===== config.mk =====
export PLATFORM = sky130hd
export DESIGN_NAME = addsub_serial_nbit
export DESIGN_NICKNAME = d
export VERILOG_FILES = /design/src/rtl/addsub_serial_nbit.sv
export SDC_FILE = /design/constraint.sdc
export NUM_CORES = 1
export LEC_CHECK = 0
export ABC_CLOCK_PERIOD_IN_PS = 1800
export BUFFER_PORTS_ARGS = -buffer_cell sky130_fd_sc_hd__buf_4
export CAP_MARGIN = 10
export CORE_ASPECT_RATIO = 0.7
export CORE_MARGIN = 3
export CORE_UTILIZATION = 36
export CTS_BUF_LIST = sky130_fd_sc_hd__clkbuf_4
export DETAILED_ROUTE_END_ITERATION = 6
export PLACE_DENSITY_LB_ADDON = 0.15
export SYNTH_ARGS = -nofsm -noshare
export SYNTH_HDL_FRONTEND = slang
export SYNTH_SLANG_ARGS = --single-unit

===== constraint.sdc =====
create_clock -name clk -period 1.8 [get_ports clk]
set_clock_uncertainty 0.1 [all_clocks]
set_input_delay 0.18 -clock clk [delete_from_list [all_inputs] [get_ports clk]]
set_output_delay 0.18 -clock clk [all_outputs]
set_load 0.005 [all_outputs]

===== src/rtl/addsub_serial_nbit.sv =====
// addsub_serial_nbit
//   Digit-serial N-bit adder/subtractor. Each clock adds one DIGIT-wide slice
//   of the operands, least significant slice first. The carry between slices
//   is kept in a register. A start/busy/done handshake frames each operation.
//   Alongside the result it reports the carry (add) or true borrow (sub),
//   signed overflow and zero.
//
// Parameters
//   WIDTH  operand/result width (>= 2)
//   DIGIT  bits per clock (1..WIDTH, WIDTH % DIGIT == 0)
//
// Ports
//   clk               rising-edge clock
//   rst_n             synchronous active-low reset
//   start             request an operation; accepted only while busy == 0
//   a, b              operands, sampled on accept
//   sel_add1_sub0     1: a+b, 0: a-b, sampled on accept
//   busy              high while digits are being processed
//   done              one-cycle pulse when the result registers update
//   sum_diff          result modulo 2^WIDTH, held until the next done
//   carry_borrow_out  add: carry out of MSB; sub: 1 iff unsigned a < b
//   overflow          signed overflow of the selected operation
//   zero              sum_diff == 0
module addsub_serial_nbit #(
  parameter int WIDTH = 8,
  parameter int DIGIT = 2
) (
  input  logic             clk,
  input  logic             rst_n,
  input  logic             start,
  input  logic [WIDTH-1:0] a,
  input  logic [WIDTH-1:0] b,
  input  logic             sel_add1_sub0,
  output logic             busy,
  output logic             done,
  output logic [WIDTH-1:0] sum_diff,
  output logic             carry_borrow_out,
  output logic             overflow,
  output logic             zero
);

  localparam int NDIG = WIDTH / DIGIT;
  localparam int CW   = (NDIG > 1) ? $clog2(NDIG) : 1;
  localparam logic [CW-1:0] LAST_CNT = CW'(NDIG - 1);

  typedef enum logic [1:0] {
    ST_IDLE = 2'd0,
    ST_RUN  = 2'd1,
    ST_DONE = 2'd2
  } state_t;

  state_t           state_r;
  state_t           state_nxt_s;
  logic             accept_s;
  logic             last_s;

  // Operand shift registers: the current digit always sits in the low bits.
  logic [WIDTH-1:0] a_r;
  logic [WIDTH-1:0] b_r;
  logic [WIDTH-1:0] res_r;
  logic             carry_r;
  logic             sub_r;
  logic [CW-1:0]    cnt_r;

  logic [DIGIT-1:0] dig_sum_s;
  logic             dig_cout_s;
  logic [WIDTH-1:0] res_nxt_s;
  logic             ovf_s;

  // One digit of ripple addition, returning {carry_out, sum}.
  function automatic logic [DIGIT:0] digit_add(
    input logic [DIGIT-1:0] x,
    input logic [DIGIT-1:0] y,
    input logic             cin
  );
    digit_add = {1'b0, x} + {1'b0, y} + {{DIGIT{1'b0}}, cin};
  endfunction

  // Next-state decode and handshake events.
  always_comb begin
    state_nxt_s = state_r;
    accept_s    = 1'b0;
    last_s      = 1'b0;
    case (state_r)
      ST_IDLE: begin
        if (start) begin
          state_nxt_s = ST_RUN;
          accept_s    = 1'b1;
        end else begin
          state_nxt_s = ST_IDLE;
        end
      end
      ST_RUN: begin
        if (cnt_r == LAST_CNT) begin
          state_nxt_s = ST_DONE;
          last_s      = 1'b1;
        end else begin
          state_nxt_s = ST_RUN;
        end
      end
      ST_DONE: begin
        if (start) begin
          state_nxt_s = ST_RUN;
          accept_s    = 1'b1;
        end else begin
          state_nxt_s = ST_IDLE;
        end
      end
      default: begin
        state_nxt_s = ST_IDLE;
      end
    endcase
  end

  // Digit adder and assembly of the full result including the current digit.
  // The carry into the MSB equals r_msb ^ a_msb ^ b'_msb, so overflow needs
  // no separate sub-digit adder regardless of DIGIT.
  always_comb begin
    {dig_cout_s, dig_sum_s} = digit_add(a_r[DIGIT-1:0], b_r[DIGIT-1:0], carry_r);
    res_nxt_s = (res_r >> DIGIT) | (WIDTH'(dig_sum_s) << (WIDTH - DIGIT));
    ovf_s     = dig_sum_s[DIGIT-1] ^ a_r[DIGIT-1] ^ b_r[DIGIT-1] ^ dig_cout_s;
  end

  // State register plus registered busy/done flags.
  always_ff @(posedge clk) begin
    if (!rst_n) begin
      state_r <= ST_IDLE;
      busy    <= 1'b0;
      done    <= 1'b0;
    end else begin
      state_r <= state_nxt_s;
      busy    <= (state_nxt_s == ST_RUN);
      done    <= last_s;
    end
  end

  // Operand capture on accept, then one digit per edge while running.
  always_ff @(posedge clk) begin
    if (!rst_n) begin
      a_r     <= {WIDTH{1'b0}};
      b_r     <= {WIDTH{1'b0}};
      res_r   <= {WIDTH{1'b0}};
      carry_r <= 1'b0;
      sub_r   <= 1'b0;
      cnt_r   <= {CW{1'b0}};
    end else if (accept_s) begin
      // Subtraction is A + ~B + 1: invert B and seed the carry with 1.
      a_r     <= a;
      b_r     <= sel_add1_sub0 ? b : ~b;
      carry_r <= ~sel_add1_sub0;
      sub_r   <= ~sel_add1_sub0;
      cnt_r   <= {CW{1'b0}};
      res_r   <= {WIDTH{1'b0}};
    end else if (state_r == ST_RUN) begin
      a_r     <= a_r >> DIGIT;
      b_r     <= b_r >> DIGIT;
      carry_r <= dig_cout_s;
      cnt_r   <= cnt_r + {{(CW-1){1'b0}}, 1'b1};
      res_r   <= res_nxt_s;
    end
  end

  // Result registers update only on the final digit edge.
  always_ff @(posedge clk) begin
    if (!rst_n) begin
      sum_diff         <= {WIDTH{1'b0}};
      carry_borrow_out <= 1'b0;
      overflow         <= 1'b0;
      zero             <= 1'b0;
    end else if (last_s) begin
      sum_diff         <= res_nxt_s;
      // For subtraction a carry out means no borrow.
      carry_borrow_out <= dig_cout_s ^ sub_r;
      overflow         <= ovf_s;
      zero             <= (res_nxt_s == {WIDTH{1'b0}});
    end
  end

endmodule


==> metrics.txt <==
cell chosen for the clock root=clkbuf_4; post-route ant nets=0; Routed WL per cell=12.5 um; non-filler cells, final=299; cell area after synthesis=1730 um^2; hold depth=2; Max VDD drop=494 uV; Tcrit/Tclk final=1.05; CP Launch Point=a_r[0]$_SDFFE_PN0P_; RSZ-0062 raised after global routing=true; reg2reg end=zero$_SDFFE_PN0P_; fraction of layout cells with a size suffix above 1=0.254; first drt pass iteration count=4; # IOs=33; drt drc=0; placed instance count=282; Setup Crit Path Kind=reg2reg; final WL=3730 um; Site Rows=20; Via density=4.86; largest net degree at the start of global routing=32; status=complete, but fails checks; pre-CTS setup slack=-120 ps; worst hold-check path type=in2reg; Total Nets Final=266; Design Area, Final=2230 um^2; initial antenna violation count=0; crit start category=register; Clock Power Share=0.259; Starting Density=0.386; Core ar.=4480 um^2; PortBufs=32; die area=5680 um^2; Tot Pwr=0.00175 W; combinational power share=0.184; clock sink count=41; vias in the first global route=1413; R2R setup slack=-100 ps; GRT Overall Usage=0.142; hpwl dp=2550 um; Final WS setup=-96.6 ps; area of placed instances=2060 um^2; wire length of the first global-routing pass=6330 um; Reg clk slew, reported paths=130 ps; part of the power in registers=0.557; switching share of total power=0.275; final worst path period need=1900 ps; Num CTS Buffers=5; clk_lat worst skew=350 ps; TNS Setup=-187 ps; P_sw=0.000482 W; Setup crit end kind=register; syn nets=221; die width=88.8 um; final hold violation count=0; via count=1453; relative slew slack=0.703; pwr/cell area=787 nW/um^2; H-tree lvl count=2; Worst Tran Pin Value=445 ps; Seq/Total Area, Yosys=0.475; cells after synthesis=198; Slew Limit Fails=0; Clock Path Buffers=2; #FFs+latches synth=41; GPL Wtd Cong=0.820; P_leak=0.847 nW; Worst EP arrival=2090 ps; DRT iter0 DRCs=38; Critical path destination=zero$_SDFFE_PN0P_; ant diodes=0; Fmax=0.527 GHz; Max-cap violations=0; area grow syn2layout=28.9%; worst path required time=1990 ps; GRT overflow=0; Setup violations, final=2; P_int=0.00127 W; Die H=64.0 um; worst r2r src=a_r[0]$_SDFFE_PN0P_; Synthesis Warnings=0; CTS tree=done; Reg2Reg Depth=6; Netlist cell types=30; crit path max fanout=3; Post-Syn Area per Cell=8.73 um^2; setup repair bufs after CTS=0; violated checks=setup timing
cell families after synthesis:
family                   synth area share
buffers and inverters              0.0673
adder cells (fa/ha/maj)            0.0304
AND/OR/NAND/NOR                     0.186
XOR/XNOR                           0.0658
AO/OA/AOI/OAI                       0.176
flip-flops                          0.475
worst min path at each step:
stage                        from                  end  slack [ps]
CTS                 sel_add1_sub0   sub_r$_SDFFE_PN0N_          30
detailed placement           a[7]  a_r[7]$_SDFFE_PN0P_         340
finish              sel_add1_sub0   sub_r$_SDFFE_PN0N_          40
floorplan                    a[6]  a_r[6]$_SDFFE_PN0P_         220
global placement             a[7]  a_r[7]$_SDFFE_PN0P_         330
global route        sel_add1_sub0   sub_r$_SDFFE_PN0N_          10
metal layers:
metal	part of all wire	GRT usage	vias up
li1	-	-	756
met1	0.53	0.197	668
met2	0.42	0.206	25
met3	0.038	0.0477	4
met4	0.0089	0.0453	0
met5	0	0	-
timing repair:
| item | in CTS | in global routing |
|---|---|---|
| gates resized for setup | 1 | 4 |
| hold buffers | 9 | 0 |
| pin swaps | 2 | 0 |
| endpoints found under the hold margin | 10 | 0 |
| setup endpoints to repair | 3 | 5 |
final cells by class:
cell class / count / area (um^2)
fill: 431 / 2250
sequential: 41 / 825
multi-input combinational: 136 / 812
timing repair buffer: 53 / 445
tap: 55 / 68.8
clock buffer: 5 / 37.5
inverter: 6 / 22.5
clock inverter: 3 / 17.5
synth_stat cells:
| master | number | area share |
|---|---|---|
| a211oi_1 | 5 | 0.022 |
| nor4_1 | 1 | 0.0036 |
| a311oi_2 | 2 | 0.017 |
| buf_4 | 4 | 0.017 |
| inv_1 | 6 | 0.013 |
| a22oi_1 | 7 | 0.030 |
| nand2b_1 | 2 | 0.0072 |
| a31oi_1 | 1 | 0.0036 |
| nand3b_1 | 1 | 0.0043 |
| o221ai_1 | 1 | 0.0051 |
| dfxtp_1 | 41 | 0.47 |
| and2b_1 | 1 | 0.0043 |
| nand3_1 | 13 | 0.038 |
| nor4bb_1 | 1 | 0.0058 |
| ha_1 | 1 | 0.0072 |
| nand2_2 | 1 | 0.0036 |
| and3b_1 | 1 | 0.0051 |
| o22a_1 | 1 | 0.0051 |
| nor2_1 | 14 | 0.030 |
| fa_1 | 2 | 0.023 |
| nor2b_1 | 1 | 0.0036 |
| a21oi_1 | 26 | 0.075 |
| nand2_1 | 37 | 0.080 |
| clkbuf_1 | 3 | 0.0065 |
| xnor2_1 | 13 | 0.066 |
| a311oi_1 | 2 | 0.010 |
| o21a_1 | 1 | 0.0043 |
| buf_2 | 6 | 0.017 |
| o21ai_0 | 1 | 0.0029 |
| buf_6 | 2 | 0.013 |
power groups by stage:
| stage | clock network [W] | registers (W) | logic (W) |
|---|---|---|---|
| 5_1_grt | 0.000512 | 0.000983 | 0.000357 |
| 2_1_floorplan | 0 | 0.000989 | 0.000194 |
| 6_report | 0.000454 | 0.000976 | 0.000323 |
| 3_5_place_dp | 0 | 0.000994 | 0.000292 |
| 4_1_cts | 0.000472 | 0.000974 | 0.000312 |
| 3_3_place_gp | 0 | 0.000994 | 0.000292 |
worst max-delay path, stage by stage (launching register included):
cell and delay (ps):
dfxtp_2 350, inv_2 40, fa_2 380, fa_2 580, nor4bb_4 190, nand3_1 90
a21oi_1 120
placed cells by master, fill, tap and decap left out, types with 2 or more instances in the layout:
cell,synthesis,layout
clkbuf_4,0,5
dfxtp_2,0,3
nand2_1,37,37
a211oi_1,5,5
buf_4,4,42
dlygate4sd3_1,0,9
dfxtp_1,41,38
a311oi_1,2,2
xnor2_1,13,13
a311oi_2,2,2
clkinv_2,0,2
inv_1,6,5
buf_12,0,2
a21oi_1,26,26
fa_2,0,2
nand2b_1,2,2
a22oi_1,7,7
nand3_1,13,13
nor2_1,14,14
registers in the layout, summed over array words and instances (netlist names):
| register | cells |
|---|---|
| a_r | 8 |
| b_r | 8 |
| busy | 1 |
| carry_borrow_out | 1 |
| carry_r | 1 |
| cnt_r | 2 |
| done | 1 |
| overflow | 1 |
| res_r | 6 |
| state_r | 2 |
| sub_r | 1 |
| sum_diff | 8 |
| zero | 1 |
per-stage QoR:
step | hold WS [ps] | util
final | 43.3 | 0.497
after detailed placement | 340 | 0.461
after CTS | 25.0 | 0.494
after floorplan | 216 | -
after global routing | 13.1 | 0.497
after global placement | 331 | 0.461
No activity file was read; power rests on OpenSTA's default activity.
